$ cat config.mk
export PLATFORM = sky130hd
export DESIGN_NAME = digota_drive_ctrl
export DESIGN_NICKNAME = d
export VERILOG_FILES = /design/src/rtl/digota_pkg.sv /design/src/rtl/digota_in_filt.sv /design/src/rtl/digota_drive_ctrl.sv
export SDC_FILE = /design/constraint.sdc
export NUM_CORES = 1
export LEC_CHECK = 0
export CORE_UTILIZATION = 56
export CTS_CLUSTER_SIZE = 25
export DETAILED_ROUTE_END_ITERATION = 16
export PLACE_DENSITY = 0.79
export SLEW_MARGIN = 20
export SYNTH_ARGS = -nofsm -noshare
export SYNTH_HDL_FRONTEND = slang
export SYNTH_SLANG_ARGS = --single-unit
$ cat constraint.sdc
create_clock -name clk -period 2.83 [get_ports clk]
set_input_delay 0.566 -clock clk [delete_from_list [all_inputs] [get_ports clk]]
set_output_delay 0.566 -clock clk [all_outputs]
set_load 0.02 [all_outputs]
$ cat src/rtl/digota_pkg.sv
// rtl/digota_pkg.sv - shared state, mode code and drive encodings for the DIGOTA drive sequencer.
package digota_pkg;

   typedef enum logic [2:0] {
      ST_OFF     = 3'd0,
      ST_DEAD    = 3'd1,
      ST_DRV_P   = 3'd2,
      ST_DRV_N   = 3'd3,
      ST_DRV_CMP = 3'd4,
      ST_DRV_CMN = 3'd5
   } state_e;

   localparam logic [1:0] CODE_N   = 2'b10;
   localparam logic [1:0] CODE_P   = 2'b01;
   localparam logic [1:0] CODE_CMP = 2'b11;
   localparam logic [1:0] CODE_CMN = 2'b00;

   typedef struct packed {
      logic opmos;
      logic onmos;
      logic cmpmos;
      logic cmnmos;
   } drive_t;

   localparam drive_t DRV_OFF = 4'b1010;

   function automatic state_e code_to_state(input logic [1:0] code);
      case (code)
         CODE_N:   return ST_DRV_N;
         CODE_P:   return ST_DRV_P;
         CODE_CMP: return ST_DRV_CMP;
         default:  return ST_DRV_CMN;
      endcase
   endfunction

   // Only a DRV_* state turns on a device; every other state decodes to all-off.
   function automatic drive_t state_to_drive(input state_e st);
      drive_t d;
      d = DRV_OFF;
      case (st)
         ST_DRV_P:   d.opmos  = 1'b0;
         ST_DRV_N:   d.onmos  = 1'b1;
         ST_DRV_CMP: d.cmpmos = 1'b0;
         ST_DRV_CMN: d.cmnmos = 1'b1;
         default:    d = DRV_OFF;
      endcase
      return d;
   endfunction

endpackage

$ cat src/rtl/digota_in_filt.sv
// rtl/digota_in_filt.sv - comparator code synchroniser plus run-length glitch filter.
module digota_in_filt #(
   parameter int SYNC_STAGES = 2,
   parameter int FILT_CYC    = 2,
   parameter int W           = 2
) (
   input  logic         clk,
   input  logic         rst_n,
   input  logic [W-1:0] din,
   output logic [W-1:0] dout,
   output logic [W-1:0] dout_nxt
);
   localparam int CW = $clog2(FILT_CYC + 1);
   localparam logic [CW-1:0] CNT_MAX = CW'(FILT_CYC);

   logic [SYNC_STAGES-1:0][W-1:0] sync_q, sync_d;
   logic [W-1:0]                  cand_q, cand_d;
   logic [CW-1:0]                 cnt_q, cnt_d;
   logic [W-1:0]                  filt_q, filt_d;

   always_comb begin
      sync_d    = sync_q;
      sync_d[0] = din;
      for (int i = 1; i < SYNC_STAGES; i++) begin
         sync_d[i] = sync_q[i-1];
      end
      cand_d = sync_q[SYNC_STAGES-1];
      if (sync_q[SYNC_STAGES-1] == cand_q) begin
         cnt_d = (cnt_q == CNT_MAX) ? cnt_q : cnt_q + 1'b1;
      end else begin
         cnt_d = CW'(1);
      end
      // The filtered code moves on the edge that completes a FILT_CYC-long run.
      filt_d = filt_q;
      if (cnt_d == CNT_MAX) begin
         filt_d = cand_d;
      end
   end

   always_ff @(posedge clk or negedge rst_n) begin
      if (!rst_n) begin
         sync_q <= '0;
         cand_q <= '0;
         cnt_q  <= '0;
         filt_q <= '0;
      end else begin
         sync_q <= sync_d;
         cand_q <= cand_d;
         cnt_q  <= cnt_d;
         filt_q <= filt_d;
      end
   end

   assign dout     = filt_q;
   assign dout_nxt = filt_d;

endmodule

$ cat src/rtl/digota_drive_ctrl.sv
// rtl/digota_drive_ctrl.sv - DIGOTA drive sequencer with dead time; DIGOTA_DRIVE_CTRL_STAT_EN adds a DEAD-entry counter.
module digota_drive_ctrl
   import digota_pkg::*;
#(
   parameter int SYNC_STAGES = 2,
   parameter int FILT_CYC    = 2,
   parameter int DEAD_W      = 4
) (
   input  logic              clk,
   input  logic              rst_n,
   input  logic              en,
   input  logic              inpb,
   input  logic              inmb,
   input  logic [DEAD_W-1:0] dead_cyc,
`ifdef DIGOTA_DRIVE_CTRL_STAT_EN
   input  logic              stat_clr,
   output logic [15:0]       stat_cnt,
`endif
   output logic              opmos,
   output logic              onmos,
   output logic              cmpmos,
   output logic              cmnmos,
   output logic [2:0]        state_o
);
   state_e            state_q, state_d;
   logic [DEAD_W-1:0] dcnt_q, dcnt_d;
   drive_t            drive_q, drive_d;
   logic [1:0]        filt_code, filt_code_nxt;
   logic [DEAD_W-1:0] dead_len;

   digota_in_filt #(
      .SYNC_STAGES(SYNC_STAGES),
      .FILT_CYC   (FILT_CYC),
      .W          (2)
   ) u_in_filt (
      .clk     (clk),
      .rst_n   (rst_n),
      .din     ({inpb, inmb}),
      .dout    (filt_code),
      .dout_nxt(filt_code_nxt)
   );

   assign dead_len = (dead_cyc == '0) ? DEAD_W'(1) : dead_cyc;

   always_comb begin
      state_d = state_q;
      dcnt_d  = dcnt_q;
      if (!en) begin
         state_d = ST_OFF;
      end else begin
         case (state_q)
            ST_OFF: begin
               state_d = ST_DEAD;
               dcnt_d  = dead_len;
            end
            ST_DEAD: begin
               // Exit picks up the code the filter settles on at this same edge.
               if (dcnt_q <= DEAD_W'(1)) begin
                  state_d = code_to_state(filt_code_nxt);
               end else begin
                  dcnt_d = dcnt_q - 1'b1;
               end
            end
            default: begin
               if (code_to_state(filt_code) != state_q) begin
                  state_d = ST_DEAD;
                  dcnt_d  = dead_len;
               end
            end
         endcase
      end
      drive_d = state_to_drive(state_d);
   end

   always_ff @(posedge clk or negedge rst_n) begin
      if (!rst_n) begin
         state_q <= ST_OFF;
         dcnt_q  <= '0;
         drive_q <= DRV_OFF;
      end else begin
         state_q <= state_d;
         dcnt_q  <= dcnt_d;
         drive_q <= drive_d;
      end
   end

   assign opmos   = drive_q.opmos;
   assign onmos   = drive_q.onmos;
   assign cmpmos  = drive_q.cmpmos;
   assign cmnmos  = drive_q.cmnmos;
   assign state_o = state_q;

`ifdef DIGOTA_DRIVE_CTRL_STAT_EN
   logic [15:0] stat_q, stat_d;
   logic        code_chg;

   // Only a drive-to-DEAD transition counts; the OFF-to-DEAD enable path does not.
   assign code_chg = (state_q != ST_OFF) && (state_q != ST_DEAD) && (state_d == ST_DEAD);

   always_comb begin
      stat_d = stat_q;
      if (stat_clr) begin
         stat_d = '0;
      end else if (code_chg && (stat_q != 16'hFFFF)) begin
         stat_d = stat_q + 16'd1;
      end
   end

   always_ff @(posedge clk or negedge rst_n) begin
      if (!rst_n) begin
         stat_q <= '0;
      end else begin
         stat_q <= stat_d;
      end
   end

   assign stat_cnt = stat_q;
`endif

endmodule
==> metrics.csv <==
stage,metric,value,unit
grt,largest net degree at the start of global routing,22,
grt,initial antenna violation count,0,
routing,"antenna viol nets, final",0,
timing,Final Setup Violations,0,
grt,met3 global-route usage,0.0627,
critical_path,Worst Path Max Fanout,9,
floorplan,IO Pins,16,
routing,DRC viols,0,
routing,drt first-iter violations,15,
critical_path,critical path type,reg2reg,
synth,Synth Flop Type,dfrtp_1,
clock_tree,Post-CTS Resized,0,
place,Placement Cell Area,0.00128,mm²
layout,post-route insts no fill,144,
grt,gr busiest metal,met2,
worst_hold_path,Min-Delay Path Class,reg2reg,
critical_path,CP max-delay cell,or3b_1,
place,GPL Wtd Cong,0.928,
floorplan,Die X,46.5,µm
floorplan,chip height,46.5,µm
synth,cell count after synthesis,101,
place,pre-CTS WS,0.719,ns
critical_path,"Critical Path, Cell by Cell",or3b_1 -> o41ai_4 -> or3_4 -> mux2_4,
clock_tree,CTS sink count,21,
synth,Mapped Nets,113,
power_and_ir_drop,Pleak,0.537,nW
grt,total grt overflow,0,
synth,Yosys warning count,0,
synth,number of synthesized flops with an enable pin,0,
timing,fin. max-slew vios,0,
layout,FILL cells,141,
layout,area delta synth->final,18.0,%
power_and_ir_drop,total chip power,919,µW
clock_tree,hold buffer count at cts,0,
floorplan,num rows,15,
timing,Tightest Pin Transition,0.391,ns
floorplan,core area,0.00178,mm²
place,dpl hpwl,1.59,mm
grt,met2 Resource Use GR,0.356,
layout,Nets,132,
synth,Syn Area/Cell,11.0,µm²
clock_tree,clock buffer count from CTS,3,
critical_path,CP Launch Type,register,
grt,vias in the first global route,781,
layout,"commonest cells after routing, fill and taps aside","19 x dfrtp_1, 15 x clkdlybuf4s50_1, 7 x nor2_1, 6 x inv_1, 5 x o21ai_0",
critical_path,"Arr. time, crit path",2.29,ns
timing,Max Fclk,480,MHz
timing,min Tclk post-route,2.08,ns
clock_tree,clock latency on the worst-skew pair,0.30,ns
critical_path,crit end category,register,
clock_tree,CTS Root Cell,clkbuf_4,
synth,register area share after synthesis,0.476,
synth,Mapped Area,0.00111,mm²
synth,Seq cells post-synth,21,
routing,Avg Vias per Cell,5.81,
place,PortBufs,15,
layout,"most common cell after layout, fill and taps aside",dfrtp_1,
synth,Async SR Flop Fraction,1.00,
critical_path,Critical Path RT,3.03,ns
grt,first-pass GRT wire length,3.58,mm
floorplan,die area,0.00216,mm²
timing,RSZ-0062 raised after global routing,false,
grt,GRT Util Overall,0.242,
routing,WL/cell,14.7,µm
clock_tree,CTS tree,built,
clock_tree,"CTS clk-pin slew, worst paths",0.11,ns
synth,Netlist cell types,42,
layout,layout cells sized above 1,0.118,
run_status,run status,completed,
critical_path,Worst path max stage delay,0.56,ns
timing,"Period Utilization, post-route",0.735,
timing,Final Hold Viols,0,
routing,Vias,837,
job,max-cap violations,0,
timing,Worst Clk Skew,0.00212,ns
clock_tree,CTS max path bufs,2,
routing,DR pass1 iterations,5,
clock_tree,htree depth,1,
layout,design area,0.00131,mm²
timing,setup TNS,0,ns
routing,aggregate routed wire length,2.12,mm
clock_tree,post-CTS setup repair buffer count,0,
power_and_ir_drop,VDD IR max,0.548,mV
power_and_ir_drop,PwrDens,701,mW/mm²
floorplan,Initial Utilization,0.622,
timing,Final WS setup,0.749,ns
layout,# diodes,0,
timing,max_slew headroom,0.737,
place,placed cells,140,
grt,met1 usage,0.348,
cell usage after synthesis (2+ instances only):
cell type / count / area share
dfrtp_1: 19 / 0.43
nor2_1: 7 / 0.024
inv_1: 6 / 0.020
o21ai_0: 5 / 0.023
nor3b_1: 4 / 0.027
o31ai_1: 4 / 0.027
xnor2_1: 4 / 0.032
a21oi_1: 3 / 0.014
ha_1: 3 / 0.034
nand2b_1: 3 / 0.017
nand3b_1: 3 / 0.020
a31oi_1: 2 / 0.011
and3b_1: 2 / 0.016
dfstp_2: 2 / 0.047
nand2_1: 2 / 0.0068
nor3_1: 2 / 0.0090
nor4_1: 2 / 0.011
o2111ai_1: 2 / 0.016
or3b_2: 2 / 0.016
xor2_1: 2 / 0.016
cells by family after synthesis:
family,Yosys count,share of synthesized area
AND/OR/NAND/NOR,39,0.233
AO/OA/AOI/OAI,22,0.151
buffers and inverters,8,0.0349
XOR/XNOR,6,0.0474
flip-flops,21,0.476
adder cells (fa/ha/maj),3,0.0338
multiplexers,2,0.0237
metal layers:
metal,routed length [µm],vias to the layer above
met5,0,-
met2,910,23
met3,100,4
met1,1090,402
met4,22,0
li1,-,408
metrics by stage:
step	util	hold slack, ns
CTS	0.735	0.362
global route	0.735	0.370
detailed placement	0.719	0.335
global placement	0.719	0.332
floorplan	-	0.270
finish	0.735	0.359
flip-flops by register name (all words and copies together), names as in the netlist:
register,cells
cmnmos,1
cmpmos,1
dcnt_q,4
onmos,1
opmos,1
state_o,3
u_in_filt.cand_d,2
u_in_filt.cand_q,2
u_in_filt.cnt_q,2
u_in_filt.dout,2
u_in_filt.sync_d,2
layout make-up:
cell class / instances / area, µm² / area share
Tap cell: 25 / 31.3 / 0.0239
Sequential cell: 21 / 528 / 0.403
Inverter: 6 / 22.5 / 0.0172
Multi-Input combinational cell: 72 / 543 / 0.415
Timing Repair Buffer: 16 / 158 / 0.120
Clock buffer: 3 / 22.5 / 0.0172
Clock inverter: 1 / 5.00 / 0.00382
power breakdown:
part | switching (mW) | internal (mW)
Clock | 0.0893 | 0.0528
Combinational | 0.171 | 0.163
Sequential | 0.0855 | 0.357
Total | 0.346 | 0.573
worst max-delay path, delay by kind of cell, from the launching register on:
kind | cells | cell delay, ns
muxes | 1 | 0.29
AOI/OAI and AO/OA | 1 | 0.42
and+or+nand+nor | 2 | 0.78
DFF | 1 | 0.50
path summary, 6_finish.rpt:
path | startpoint | to | slack [ns] | cells after the start
min reg2reg | u_in_filt.sync_d[3] | u_in_filt.cand_d[1] | 0.36 | 0
max reg2reg | state_o[2] | dcnt_q[1] | 0.75 | 4
max | state_o[2] | dcnt_q[1] | 0.75 | 4
min in group asynchronous | rst_n | dcnt_q[1] | 0.59 | 2
min | u_in_filt.sync_d[3] | u_in_filt.cand_d[1] | 0.36 | 0
max in group asynchronous | rst_n | opmos | 1.97 | 2
Note: power is estimated with default switching activity, not from simulation.
==> variant: new RTL, config.mk and constraints unchanged <==
Register the output `state_o` once more, cleared by the reset; this adds one clock of latency there. The other outputs are not delayed to match.
--- a/src/rtl/digota_drive_ctrl.sv
+++ b/src/rtl/digota_drive_ctrl.sv
@@ -89,5 +89,11 @@
    assign cmpmos  = drive_q.cmpmos;
    assign cmnmos  = drive_q.cmnmos;
-   assign state_o = state_q;
+   always_ff @(posedge clk or negedge rst_n) begin
+      if (!rst_n) begin
+         state_o <= '0;
+      end else begin
+         state_o <= state_q;
+      end
+   end
 
 `ifdef DIGOTA_DRIVE_CTRL_STAT_EN
Function: changed (Yosys sat finds a counterexample within 4 cycles, from zero or initial values and one cycle with rst_n low).
==> variant against the original RTL <==
- routed wire length is 0.57% higher
- first-iteration DRC count is 13% higher
- worst hold slack better by 0.0055 ns
- sequential cell count is 3 higher
- cell area is 7.8% higher
- total power is 16% higher
- setup slack better by 0.045 ns
- sequential power is 11% higher
- synthesized area is 6.8% higher
- critical path type unchanged
- highest routed layer unchanged
==> variant: results <==
[route]
routed_via_density = 5.76
drt_pre_antenna_iters = 4
routed_wire_length_per_instance_um = 14.3
detail_route.iter0.violations = 17

[sta]
share_of_the_clock_period_used_by_the_worst_path = 0.719
finalClockSkew_ns = 0.0100
timing.max_slew.rel_slack = 0.650

[logic_synthesis]
post_synth_most_frequent_cells = 22 x sky130_fd_sc_hd__dfrtp_1, 7 x sky130_fd_sc_hd__nor2_1, 6 x sky130_fd_sc_hd__inv_1
synth.distinct_cells = 42
ys_top_cells_by_area = sky130_fd_sc_hd__dfrtp_1 46%, sky130_fd_sc_hd__dfstp_2 4.4%, sky130_fd_sc_hd__ha_1 3.2%, sky130_fd_sc_hd__xnor2_1 3.0%, sky130_fd_sc_hd__nor3b_1 2.5%
yosys_most_used_dff = sky130_fd_sc_hd__dfrtp_1
synth-async-reset-ratio = 1.00
sequential_element_share_of_the_synthesized_area = 0.509
postSynthNetCount = 116

[critical_path]
timing.reg2reg.setup_slack_ns = 0.79
ff2ff_path_depth = 4
r2r_start = state_q[2]
crit_type = flop to flop
cpPeakStageDelay_ns = 0.54
critical_path_arrival_ns = 2.26
critPathMaxFanout = 9

[clocking]
cts-htree-levels = 1
clock_tree.buffer_depth = 2
clock_transition_at_the_registers_of_the_reported_paths_ns = 0.14
clock_latency_ns = 0.32
postCtsResizedCells = 0
cts_buffers = 3

[global_routing]
grt_pass1_wl_um = 3400
first_global_vias = 718
antenna_violations_before_repair = 0
grt_max_degree = 15
globalRouteOverflowTotal = 0
grt_use_total = 0.224

[final_layout]
reg_top3 = dcnt_q (4), state_o (3), state_q (3)
design.final.nets = 135
n_antenna_cell = 0
drive_gt1_frac = 0.115

[hold_path]
holdCritPathClass = flop to flop

[outcome]
run_status = completed

[place]
placed_area_um2 = 1360
routabilityCongestion = 0.898
dp.final_hpwl_um = 1560
dp_slack_ns = 0.742
portBuffers = 15

[power]
ir_drop_mv = 0.534
p_leak_uw = 0.000587
switching_power_uw = 361

[run]
max_cap_viols = 0
[variant: power groups by stage]
stage | Clock, µW | Combinational [µW] | Sequential [µW]
6_report | 248 | 331 | 491
5_1_grt | 265 | 366 | 503
4_1_cts | 255 | 329 | 491
3_5_place_dp | 0 | 324 | 496
3_3_place_gp | 0 | 323 | 492
2_1_floorplan | 0 | 258 | 471
[variant: layout make-up]
cell class              count  area [µm²]
flip-flops and latches     24         603
fillers                   137         569
multi-input cells          72         543
repair buffers             16         158
well taps                  27        33.8
clock inverters             1        30.0
clock buffers               3        22.5
inverters                   6        22.5
[variant: logic make-up after synthesis]
| group | synth area share |
|---|---|
| and+or+nand+nor | 0.219 |
| DFF | 0.509 |
| AOI/OAI and AO/OA | 0.142 |
| buffers and inverters | 0.0327 |
| xor gates and xnor gates | 0.0444 |
| adders and majority gates | 0.0317 |
| muxes | 0.0222 |
[variant: stage by stage]
stage	instances	power, µW
global placement	145	814
CTS	149	1070
floorplan	104	729
finish	149	1070
global route	149	1130
detailed placement	145	820
[variant: how the worst min path moves through the flow]
stage	startpoint	to	slack, ns	cells after the start
after floorplan	rst_n	cmnmos	0.27	0
after global placement	u_in_filt.sync_d[3]	u_in_filt.cand_d[1]	0.33	0
after detailed placement	u_in_filt.sync_d[2]	u_in_filt.cand_d[0]	0.34	0
after CTS	u_in_filt.sync_d[2]	u_in_filt.cand_d[0]	0.37	0
after global routing	u_in_filt.sync_d[2]	u_in_filt.cand_d[0]	0.37	0
final	u_in_filt.sync_d[2]	u_in_filt.cand_d[0]	0.36	0
[variant: metal layers]
layer  vias to the layer above  routed length (µm)  global-route usage
met1                       400                1040               0.340
li1                        422                   -                   -
met3                         4                 123              0.0491
met4                         0                  27              0.0833
met2                        32                 942               0.311
met5                         -                   0                   0
